### config.mk
export PLATFORM = sky130hd
export DESIGN_NAME = rps_match_ctrl_flat
export DESIGN_NICKNAME = d
export VERILOG_FILES = /design/src/rtl/rps_match_ctrl_if.sv /design/src/rtl/rps_match_ctrl.sv /design/src/flat_wrapper.sv
export SDC_FILE = /design/constraint.sdc
export NUM_CORES = 1
export LEC_CHECK = 0
export CAP_MARGIN = 15
export CORE_ASPECT_RATIO = 0.8
export CORE_MARGIN = 2
export CORE_UTILIZATION = 47
export CTS_CLUSTER_DIAMETER = 50
export CTS_CLUSTER_SIZE = 20
export DETAILED_ROUTE_END_ITERATION = 10
export GPL_TIMING_DRIVEN = 1
export PLACE_DENSITY_LB_ADDON = 0.05
export SLEW_MARGIN = 10
export SYNTH_ARGS = -nofsm -noshare
export SYNTH_HDL_FRONTEND = slang
export SYNTH_SLANG_ARGS = --single-unit
### constraint.sdc
create_clock -name clk -period 2.6 [get_ports clk]
set_clock_uncertainty 0.15 [all_clocks]
set_input_delay 0.26 -clock clk [delete_from_list [all_inputs] [get_ports clk]]
set_output_delay 0.26 -clock clk [all_outputs]
set_load 0.02 [all_outputs]
### src/rtl/rps_match_ctrl_if.sv
// Bus between the rock-paper-scissors validIO stage / round driver and the
// match controller: move and strobe inputs, judged-round and match status outputs.
interface rps_match_ctrl_if #(
   parameter int SCORE_W = 4,
   parameter int RND_W   = 4
);
   logic               start;
   logic               play;
   logic [2:0]         inA;
   logic [2:0]         inB;
   logic               valid;
   logic               round_done;
   logic [1:0]         round_result;
   logic [SCORE_W-1:0] scoreA;
   logic [SCORE_W-1:0] scoreB;
   logic [RND_W-1:0]   round_cnt;
   logic               busy;
   logic               match_over;
   logic [1:0]         match_winner;

   modport master (
      output start, play, inA, inB, valid,
      input  round_done, round_result, scoreA, scoreB, round_cnt,
             busy, match_over, match_winner
   );

   modport slave (
      input  start, play, inA, inB, valid,
      output round_done, round_result, scoreA, scoreB, round_cnt,
             busy, match_over, match_winner
   );
endinterface

### src/rtl/rps_match_ctrl.sv
// Rock-paper-scissors match controller: captures a round on play, judges it
// one cycle later, keeps per-player scores and declares the match winner.
//
//   state       | meaning
//   ------------+----------------------------------------------------------
//   S_IDLE      | after reset, waiting for start; play ignored
//   S_WAIT_PLAY | match running, waiting for play to capture a round
//   S_JUDGE     | one cycle judging the latched moves (busy=1)
//   S_DONE      | match decided, outputs frozen until start or reset
module rps_match_ctrl #(
   parameter int WIN_TARGET = 3,
   parameter int MAX_ROUNDS = 9,
   parameter int SCORE_W    = 4,
   parameter int RND_W      = 4
) (
   input  logic            clk,
   input  logic            rst_n,
   rps_match_ctrl_if.slave bus
);

   typedef enum logic [1:0] {
      S_IDLE      = 2'd0,
      S_WAIT_PLAY = 2'd1,
      S_JUDGE     = 2'd2,
      S_DONE      = 2'd3
   } state_t;

   localparam logic [1:0] RES_DRAW    = 2'b00;
   localparam logic [1:0] RES_A       = 2'b01;
   localparam logic [1:0] RES_B       = 2'b10;
   localparam logic [1:0] RES_INVALID = 2'b11;

   localparam logic [2:0] MV_SCISSORS = 3'b001;
   localparam logic [2:0] MV_ROCK     = 3'b010;
   localparam logic [2:0] MV_PAPER    = 3'b100;

   localparam logic [SCORE_W-1:0] WIN_T = SCORE_W'(WIN_TARGET);
   localparam logic [RND_W-1:0]   MAX_R = RND_W'(MAX_ROUNDS);

   state_t             state_q, state_d;
   logic [2:0]         mv_a_q, mv_a_d;
   logic [2:0]         mv_b_q, mv_b_d;
   logic               vld_q, vld_d;
   logic [SCORE_W-1:0] score_a_q, score_a_d;
   logic [SCORE_W-1:0] score_b_q, score_b_d;
   logic [RND_W-1:0]   rnd_q, rnd_d;
   logic [1:0]         result_q, result_d;
   logic               round_done_q, round_done_d;
   logic               over_q, over_d;
   logic [1:0]         winner_q, winner_d;
   logic               a_beats_b;

   // A wins when its move beats B's under the scissors<rock<paper<scissors cycle.
   assign a_beats_b = ((mv_a_q == MV_SCISSORS) && (mv_b_q == MV_PAPER))    ||
                      ((mv_a_q == MV_ROCK)     && (mv_b_q == MV_SCISSORS)) ||
                      ((mv_a_q == MV_PAPER)    && (mv_b_q == MV_ROCK));

   // Next-state and register-update logic; start overrides everything else.
   always_comb begin
      state_d      = state_q;
      mv_a_d       = mv_a_q;
      mv_b_d       = mv_b_q;
      vld_d        = vld_q;
      score_a_d    = score_a_q;
      score_b_d    = score_b_q;
      rnd_d        = rnd_q;
      result_d     = result_q;
      round_done_d = 1'b0;
      over_d       = over_q;
      winner_d     = winner_q;

      if (bus.start) begin
         score_a_d = '0;
         score_b_d = '0;
         rnd_d     = '0;
         result_d  = RES_DRAW;
         winner_d  = 2'b00;
         over_d    = 1'b0;
         state_d   = S_WAIT_PLAY;
      end else begin
         case (state_q)
            S_WAIT_PLAY: begin
               if (bus.play) begin
                  mv_a_d  = bus.inA;
                  mv_b_d  = bus.inB;
                  vld_d   = bus.valid;
                  state_d = S_JUDGE;
               end
            end
            S_JUDGE: begin
               round_done_d = 1'b1;
               if (!vld_q) begin
                  result_d = RES_INVALID;
                  state_d  = S_WAIT_PLAY;
               end else begin
                  if (mv_a_q == mv_b_q) begin
                     result_d = RES_DRAW;
                  end else if (a_beats_b) begin
                     result_d  = RES_A;
                     score_a_d = score_a_q + SCORE_W'(1);
                  end else begin
                     result_d  = RES_B;
                     score_b_d = score_b_q + SCORE_W'(1);
                  end
                  rnd_d = rnd_q + RND_W'(1);

                  // Match end is judged on the scores including this round.
                  if (score_a_d == WIN_T) begin
                     winner_d = RES_A;
                     over_d   = 1'b1;
                     state_d  = S_DONE;
                  end else if (score_b_d == WIN_T) begin
                     winner_d = RES_B;
                     over_d   = 1'b1;
                     state_d  = S_DONE;
                  end else if (rnd_d == MAX_R) begin
                     if (score_a_d > score_b_d) begin
                        winner_d = RES_A;
                     end else if (score_b_d > score_a_d) begin
                        winner_d = RES_B;
                     end else begin
                        winner_d = 2'b00;
                     end
                     over_d  = 1'b1;
                     state_d = S_DONE;
                  end else begin
                     state_d = S_WAIT_PLAY;
                  end
               end
            end
            default: ;
         endcase
      end
   end

   // State and datapath registers, cleared asynchronously by rst_n.
   always_ff @(posedge clk or negedge rst_n) begin
      if (!rst_n) begin
         state_q      <= S_IDLE;
         mv_a_q       <= '0;
         mv_b_q       <= '0;
         vld_q        <= 1'b0;
         score_a_q    <= '0;
         score_b_q    <= '0;
         rnd_q        <= '0;
         result_q     <= 2'b00;
         round_done_q <= 1'b0;
         over_q       <= 1'b0;
         winner_q     <= 2'b00;
      end else begin
         state_q      <= state_d;
         mv_a_q       <= mv_a_d;
         mv_b_q       <= mv_b_d;
         vld_q        <= vld_d;
         score_a_q    <= score_a_d;
         score_b_q    <= score_b_d;
         rnd_q        <= rnd_d;
         result_q     <= result_d;
         round_done_q <= round_done_d;
         over_q       <= over_d;
         winner_q     <= winner_d;
      end
   end

   assign bus.round_done   = round_done_q;
   assign bus.round_result = result_q;
   assign bus.scoreA       = score_a_q;
   assign bus.scoreB       = score_b_q;
   assign bus.round_cnt    = rnd_q;
   assign bus.busy         = (state_q == S_JUDGE);
   assign bus.match_over   = over_q;
   assign bus.match_winner = winner_q;

endmodule

### src/flat_wrapper.sv
// flat-port wrapper written by rule: the top's interface ports become plain ports
module rps_match_ctrl_flat 
#(
   parameter int WIN_TARGET = 3,
   parameter int MAX_ROUNDS = 9,
   parameter int SCORE_W    = 4,
   parameter int RND_W      = 4
)
  (clk, rst_n, bus_start, bus_play, bus_inA, bus_inB, bus_valid, bus_round_done, bus_round_result, bus_scoreA, bus_scoreB, bus_round_cnt, bus_busy, bus_match_over, bus_match_winner);
  rps_match_ctrl_if #(.SCORE_W(SCORE_W), .RND_W(RND_W)) bus_i ();
  input  logic clk;
  input  logic rst_n;
  input wire logic [$bits(bus_i.start)-1:0] bus_start;
  input wire logic [$bits(bus_i.play)-1:0] bus_play;
  input wire logic [$bits(bus_i.inA)-1:0] bus_inA;
  input wire logic [$bits(bus_i.inB)-1:0] bus_inB;
  input wire logic [$bits(bus_i.valid)-1:0] bus_valid;
  output wire logic [$bits(bus_i.round_done)-1:0] bus_round_done;
  output wire logic [$bits(bus_i.round_result)-1:0] bus_round_result;
  output wire logic [$bits(bus_i.scoreA)-1:0] bus_scoreA;
  output wire logic [$bits(bus_i.scoreB)-1:0] bus_scoreB;
  output wire logic [$bits(bus_i.round_cnt)-1:0] bus_round_cnt;
  output wire logic [$bits(bus_i.busy)-1:0] bus_busy;
  output wire logic [$bits(bus_i.match_over)-1:0] bus_match_over;
  output wire logic [$bits(bus_i.match_winner)-1:0] bus_match_winner;
  assign bus_i.start = bus_start;
  assign bus_i.play = bus_play;
  assign bus_i.inA = bus_inA;
  assign bus_i.inB = bus_inB;
  assign bus_i.valid = bus_valid;
  assign bus_round_done = bus_i.round_done;
  assign bus_round_result = bus_i.round_result;
  assign bus_scoreA = bus_i.scoreA;
  assign bus_scoreB = bus_i.scoreB;
  assign bus_round_cnt = bus_i.round_cnt;
  assign bus_busy = bus_i.busy;
  assign bus_match_over = bus_i.match_over;
  assign bus_match_winner = bus_i.match_winner;
  rps_match_ctrl #(.WIN_TARGET(WIN_TARGET), .MAX_ROUNDS(MAX_ROUNDS), .SCORE_W(SCORE_W), .RND_W(RND_W)) u_core (.clk(clk), .rst_n(rst_n), .bus(bus_i));
endmodule
* Yosys cells after proc, flatten, opt, wreduce, memory -nomap -nowiden *
Cells that the tools add are included.

word-level totals
  input bits = 11
  output and inout bits = 19
  bits in registers = 27

operators by class
  $add $sub $neg = 3
  equal/unequal tests = 13
  reductions and logical operators = 13
  mux-type cells = 47
  order comparisons = 2
  bitwise operators = 1

operators by type and width
  kind                                                  number
  2-to-1 mux 4 bit                                      19
  2-to-1 mux 2 bit                                      19
  adder 4 x 1 -> 4 bit (second input constant)          3
  equality test 4 x 2 -> 1 bit (second input constant)  2
  > comparator 4 bit                                    2
  2-to-1 mux 1 bit                                      8
  equality test 3 x 1 -> 1 bit (second input constant)  2
  equality test 3 x 2 -> 1 bit (second input constant)  2
  equality test 3 bit (second input constant)           2
  AND reduction 3 bit                                   2
  equality test 4 bit (second input constant)           1
  case mux 2 bit (2 select lines)                       1
  AND reduction 2 bit                                   2
  nonzero test 2 bit                                    2
  nonzero test 4 bit                                    1
  equality test 3 bit                                   1
  logical AND 1 bit                                     3
  inequality test 3 bit (second input constant)         1
  nonzero test 3 bit                                    1
  equality test 2 x 1 -> 1 bit (second input constant)  1
  equality test 2 bit (second input constant)           1
  logical OR 1 bit                                      2
  NOT 1 bit                                             1

* Depth between registers and ports, before layout *
  depth in word-level cells = 18
  mapped depth = 11

* Least setup slack after synthesis *
Ideal clock, no wire load.

  path kind = register to register
  start point = register u_core.mv_a_q[1]
  end point = register u_core.winner_q[1], in the netlist u_core.bus.match_winner[1]
  setup slack = -283 ps
  cell stages (with the launch flop) = 12
  buffers on the path = 0
  data arrival time = 2594 ps
  period minus slack after synthesis = 2883 ps
  setup time = 139 ps
  cell sequence = dfrtp_1 nand4bb_4 a211o_4 a21oi_1 xnor2_1 inv_1 ha_1 nand2_1 a2111oi_0 a211oi_1 a22oi_1 o221ai_1

between the ends
  cells in the longest elaborated chain, start to end = 18
  elaborated cells between the ends (all ways) = 33

ends and longest elaborated chain
  item                                                                          RTL line                                    text
  start, declared                                                               rps_match_ctrl.sv:41                        logic [2:0] mv_a_q, mv_a_d;
  start signal, assigned                                                        rps_match_ctrl.sv:152                       mv_a_q <= mv_a_d;
  equality test 3 x 1 -> 1 bit or equality test 3 x 2 -> 1 bit (tied branches)  rps_match_ctrl.sv:54, rps_match_ctrl.sv:55
  logical AND 1 bit (on tied branches)                                          rps_match_ctrl.sv:54, rps_match_ctrl.sv:55
  logical OR 1 bit                                                              rps_match_ctrl.sv:54                        assign a_beats_b = ((mv_a_q == MV_SCISSORS) && (mv_b_q == MV_PAPER)) ||
  logical OR 1 bit                                                              rps_match_ctrl.sv:55                        ((mv_a_q == MV_ROCK) && (mv_b_q == MV_SCISSORS)) ||
  2-to-1 mux 4 bit                                                              rps_match_ctrl.sv:98                        end else if (a_beats_b) begin
  2-to-1 mux 4 bit                                                              rps_match_ctrl.sv:96                        if (mv_a_q == mv_b_q) begin
  2-to-1 mux 4 bit                                                              rps_match_ctrl.sv:92                        if (!vld_q) begin
  2-to-1 mux 4 bit                                                              rps_match_ctrl.sv:81                        case (state_q)
  [... 2 more ...]                                                              --
  2-to-1 mux 2 bit                                                              rps_match_ctrl.sv:119                       end else if (score_b_d > score_a_d) begin
  2-to-1 mux 2 bit                                                              rps_match_ctrl.sv:117                       if (score_a_d > score_b_d) begin
  2-to-1 mux 2 bit                                                              rps_match_ctrl.sv:116                       end else if (rnd_d == MAX_R) begin
  2-to-1 mux 2 bit                                                              rps_match_ctrl.sv:112                       end else if (score_b_d == WIN_T) begin
  2-to-1 mux 2 bit                                                              rps_match_ctrl.sv:108                       if (score_a_d == WIN_T) begin
  2-to-1 mux 2 bit                                                              rps_match_ctrl.sv:92
  2-to-1 mux 2 bit                                                              rps_match_ctrl.sv:81
  2-to-1 mux 2 bit                                                              rps_match_ctrl.sv:72                        if (bus.start) begin
  end signal, assigned                                                          rps_match_ctrl.sv:161                       winner_q <= winner_d;
  end, declared                                                                 rps_match_ctrl.sv:50                        logic [1:0] winner_q, winner_d;

Several ways; a longest one is shown, not always the timed one. The select of a mux whose other input is x is not followed.
A chain may end at the register's enable or synchronous reset.

* Worst setup path after layout *
  start point = register u_core.mv_b_q[1]
  end point = register u_core.winner_q[1], in the netlist u_core.bus.match_winner[1]

between the ends
  cells in the longest elaborated chain, start to end = 18
  elaborated cells between the ends (all ways) = 33

ends and longest elaborated chain
  item                                                                 RTL line                                    text
  start, declared                                                      rps_match_ctrl.sv:42                        logic [2:0] mv_b_q, mv_b_d;
  start signal, assigned                                               rps_match_ctrl.sv:153                       mv_b_q <= mv_b_d;
  equality test 3 bit or equality test 3 x 1 -> 1 bit (tied branches)  rps_match_ctrl.sv:54, rps_match_ctrl.sv:55
  logical AND 1 bit (on tied branches)                                 rps_match_ctrl.sv:54, rps_match_ctrl.sv:55
  logical OR 1 bit                                                     rps_match_ctrl.sv:54
  logical OR 1 bit                                                     rps_match_ctrl.sv:55
  2-to-1 mux 4 bit                                                     rps_match_ctrl.sv:98
  2-to-1 mux 4 bit                                                     rps_match_ctrl.sv:96
  2-to-1 mux 4 bit                                                     rps_match_ctrl.sv:92
  2-to-1 mux 4 bit                                                     rps_match_ctrl.sv:81
  [... 2 more ...]                                                     --
  2-to-1 mux 2 bit                                                     rps_match_ctrl.sv:119
  2-to-1 mux 2 bit                                                     rps_match_ctrl.sv:117
  2-to-1 mux 2 bit                                                     rps_match_ctrl.sv:116
  2-to-1 mux 2 bit                                                     rps_match_ctrl.sv:112
  2-to-1 mux 2 bit                                                     rps_match_ctrl.sv:108
  2-to-1 mux 2 bit                                                     rps_match_ctrl.sv:92
  2-to-1 mux 2 bit                                                     rps_match_ctrl.sv:81
  2-to-1 mux 2 bit                                                     rps_match_ctrl.sv:72

Several ways; a longest one is shown, not always the timed one. The select of a mux whose other input is x is not followed.

==> impl_metrics.csv <==
group,metric,value,unit
status,outcome,"finished, violations left",
status,violations,"setup timing",
setup_path,cp-start-kind,"register",
yosys,syn-cell-area,0.001740,mm2
sta,maxSlewViolCount,0,
cells_and_area,diodes,0,
global_route,grt_pass1_vias,1561,
cells_and_area,drive_gt1_share,34.71,%
sta,relSlewSlack,66.98,%
route,dr_wl_met3,220,um
global_route,grt_first_pass_wirelength,7.624,mm
clocking,clk_path_buf_depth,2,
sta,hold_viol_final,0,
yosys,synth_nets,190,
global_route,grtUsageTotal,23.93,%
yosys,yosysTopAreaCellShare,38.82,%
clocking,path_clk_slew,0.11,ns
clocking,cts_tree,"yes",
route,drt-met1-wl,2.228,mm
route,via_per_inst,5.458,
floorplanning,fp.dieW,72.04,um
cells_and_area,finish.instance_area,0.002535,mm2
flow_run,maxCapViolCount,0,
power_and_ir_drop,power.internal,0.0008473,W
yosys,synth_area_leaders,"dfrtp_1 (39%), ha_1 (5.0%), mux2_2 (4.5%)",
route,route.detailed.wl_per_inst,16.62,um
place,io_buffers,29,
yosys,async_reset_ff_share,100.0,%
route,dr.max_layer_used,"met3",
yosys,yosysMostFrequentCell,"dfrtp_1",
sta,rsz0062_at_grt,"true",
yosys,synth_edf_count,0,
place,placed_area,0.002396,mm2
route,wl_met2,2.272,mm
yosys,syn_inst,172,
clocking,cts.htree.levels,1,
clocking,clkLatencyLatePin,0.29,ns
setup_path,end_kind,"register",
place,dp_hpwl,3.554,mm
cells_and_area,synthToLayoutAreaGrowth,45.65,%
power_and_ir_drop,swShare,33.22,%
sta,fin_crit_sh,104.4,%
power_and_ir_drop,p_clk_share,20.8,%
place,post-place-ws,-0.1410,ns
setup_path,r2r_end,"u_core.bus.match_winner[1]$_DFFE_PN0P_",
sta,finalCriticalPeriod,2.716,ns
place,place_congestion,0.8864,
sta,worst_slack,-0.1156,ns
setup_path,r2r_cells,11,
clocking,clk_root_buffer_cell,"clkbuf_8",
yosys,synth_cell_types,48,
setup_path,critPathMaxFanout,6,
yosys,ys_ff_latch,27,
power_and_ir_drop,pwr-share-seq,39.1,%
floorplanning,die-area,0.004209,mm2
setup_path,worst_ep_arrival_time,2.77,ns
yosys,yosys.area.top_type,"dfrtp_1",
floorplanning,die_h,58.43,um
cells_and_area,fill_cells,249,
yosys,synth_ff_type,"dfrtp_1",
route,drtPass1Iterations,4,
power_and_ir_drop,combPwrFrac,40.1,%
clocking,numClockSinks,27,
setup_path,rrSetupSlack,-0.12,ns
floorplanning,start_util,49.80,%
power_and_ir_drop,power.leakage,1.086,nW
route,vias,1550,
floorplanning,rows,19,
global_route,grt-ovfl-total,0,
power_and_ir_drop,powerDensity,500.5,mW/mm2
global_route,grt_max_degree,28,
sta,worst_pin_slew,0.4930,ns
power_and_ir_drop,p_sw,0.0004215,W
route,drtIter0Drc,73,
global_route,antenna_found_initial,0,
floorplanning,core,0.003495,mm2
yosys,synthTopCellsByCount,"dfrtp_1 (27), nor2_1 (17), nand2_1 (12)",
clocking,cts_buffers,3,
sta,timing.fmax,0.3682,GHz
yosys,synth_warnings,0,
yosys,syn_area_per_cell,10.12,um2
clocking,cts_hold_buffers,0,
power_and_ir_drop,ir_drop,0.0003230,V
route,antenna_left,0,
setup_path,worstSetupPathType,"register to register",
setup_path,r2r_start,"u_core.mv_b_q[1]$_DFFE_PN0P_",
route,drc_errors,0,
route,wl,4.720,mm
yosys,synth-seq-area-share,38.82,%
floorplanning,ioPinCount,30,
sta,setup_viol,2,
hold_path,hold_path_class,"primary input to asynchronous set/reset pin",
setup_path,required,2.65,ns
cells_and_area,layout.nets,261,
-- registers in the layout, summed over array words and instances, names as in the netlist --
name / flops
u_core.bus.round_cnt: 4
u_core.bus.scoreA: 4
u_core.bus.scoreB: 4
u_core.mv_a_q: 3
u_core.mv_b_q: 3
u_core.bus.match_winner: 2
u_core.bus.round_result: 2
u_core.state_q: 2
u_core.bus.match_over: 1
u_core.bus.round_done: 1
u_core.vld_q: 1
-- worst max-delay path by stage --
stage,start,endpoint,cells past startpoint
3_5_place_dp,u_core.mv_a_q[2]$_DFFE_PN0P_,u_core.bus.match_winner[1]$_DFFE_PN0P_,12
6_report,u_core.mv_b_q[1]$_DFFE_PN0P_,u_core.bus.match_winner[1]$_DFFE_PN0P_,11
2_1_floorplan,u_core.mv_b_q[1]$_DFFE_PN0P_,u_core.bus.match_winner[1]$_DFFE_PN0P_,11
4_1_cts,u_core.mv_b_q[0]$_DFFE_PN0P_,u_core.bus.match_winner[1]$_DFFE_PN0P_,11
5_1_grt,u_core.mv_b_q[0]$_DFFE_PN0P_,u_core.bus.match_winner[0]$_DFFE_PN0P_,11
3_3_place_gp,u_core.mv_a_q[2]$_DFFE_PN0P_,u_core.bus.match_winner[1]$_DFFE_PN0P_,12
-- placed cells by master, fill, tap and decap left out, types with 6 or more instances in the layout --
cell type	n
buf_4	38
nand2_1	11
clkdlybuf4s50_1	29
nor2_1	16
inv_1	9
xnor2_1	6
a21oi_1	7
nand3_1	7
mux2_2	7
dfrtp_1	25
-- metal layers --
metal / GRT usage (%) / vias to the layer above
li1: - / 760
met1: 35.02 / 753
met2: 37.57 / 37
met3: 4.452 / 0
met4: 4.852 / 0
met5: 0 / -
-- timing repair --
| item | CTS | global route |
|---|---|---|
| resized for setup | 6 | 8 |
| setup buffers | 3 | 2 |
| pin swaps | 9 | 7 |
| setup endpoints to repair | 2 | 4 |
-- critical path, stage by stage (launching register included) --
cell and delay, ns:
dfrtp_1 0.42, buf_4 0.15, nand4bb_4 0.13, a211o_4 0.40, buf_4 0.15, buf_4 0.13, a211oi_4 0.36, buf_4 0.20
a2111oi_4 0.04, a211oi_2 0.20, a22oi_2 0.08, o221ai_1 0.20
-- final cells by class --
class,count,area (um2),area share (%)
clock buffers,3,41.29,1.629
clock inverters,1,8.758,0.3455
inverters,10,37.54,1.481
multi-input cells,131,1107,43.68
flip-flops and latches,27,678.2,26.75
well taps,42,52.55,2.073
repair buffers,70,609.3,24.04
-- metrics by stage --
stage,utilization (%),power (W),cells,hold WS [ns],setup TNS (ns)
after floorplan,-,0.0007487,172,-0.1856,-0.2285
final,72.54,0.001269,284,0.1932,-0.2287
after global placement,68.56,0.0009347,275,0.3294,-0.05459
after CTS,71.11,0.001245,282,0.2034,-0.1106
after detailed placement,68.56,0.0009495,275,0.3354,-0.2167
after global routing,72.54,0.001326,284,0.2328,-0.4213
-- kinds of logic (layout without fill, tap and decap cells) --
kind of cell / count (synthesis) / after routing / share of synthesized area, %
simple gates: 60 / 60 / 20.42
compound gates: 42 / 42 / 19.77
flops: 27 / 27 / 38.82
xor+xnor: 15 / 15 / 8.411
buf+inv: 14 / 84 / 3.019
fa+ha+maj: 7 / 7 / 5.032
mux: 7 / 7 / 4.529
-- power by group through the flow --
stage                     Combinational [W]  Clock (W)  Sequential, W
final                              0.000508   0.000264       0.000497
after global routing               0.000543   0.000282       0.000502
after CTS                          0.000483   0.000270       0.000492
after global placement             0.000438          0       0.000497
after detailed placement           0.000448          0       0.000501
after floorplan                    0.000229          0       0.000520
No activity file was read; power rests on OpenSTA's default activity.
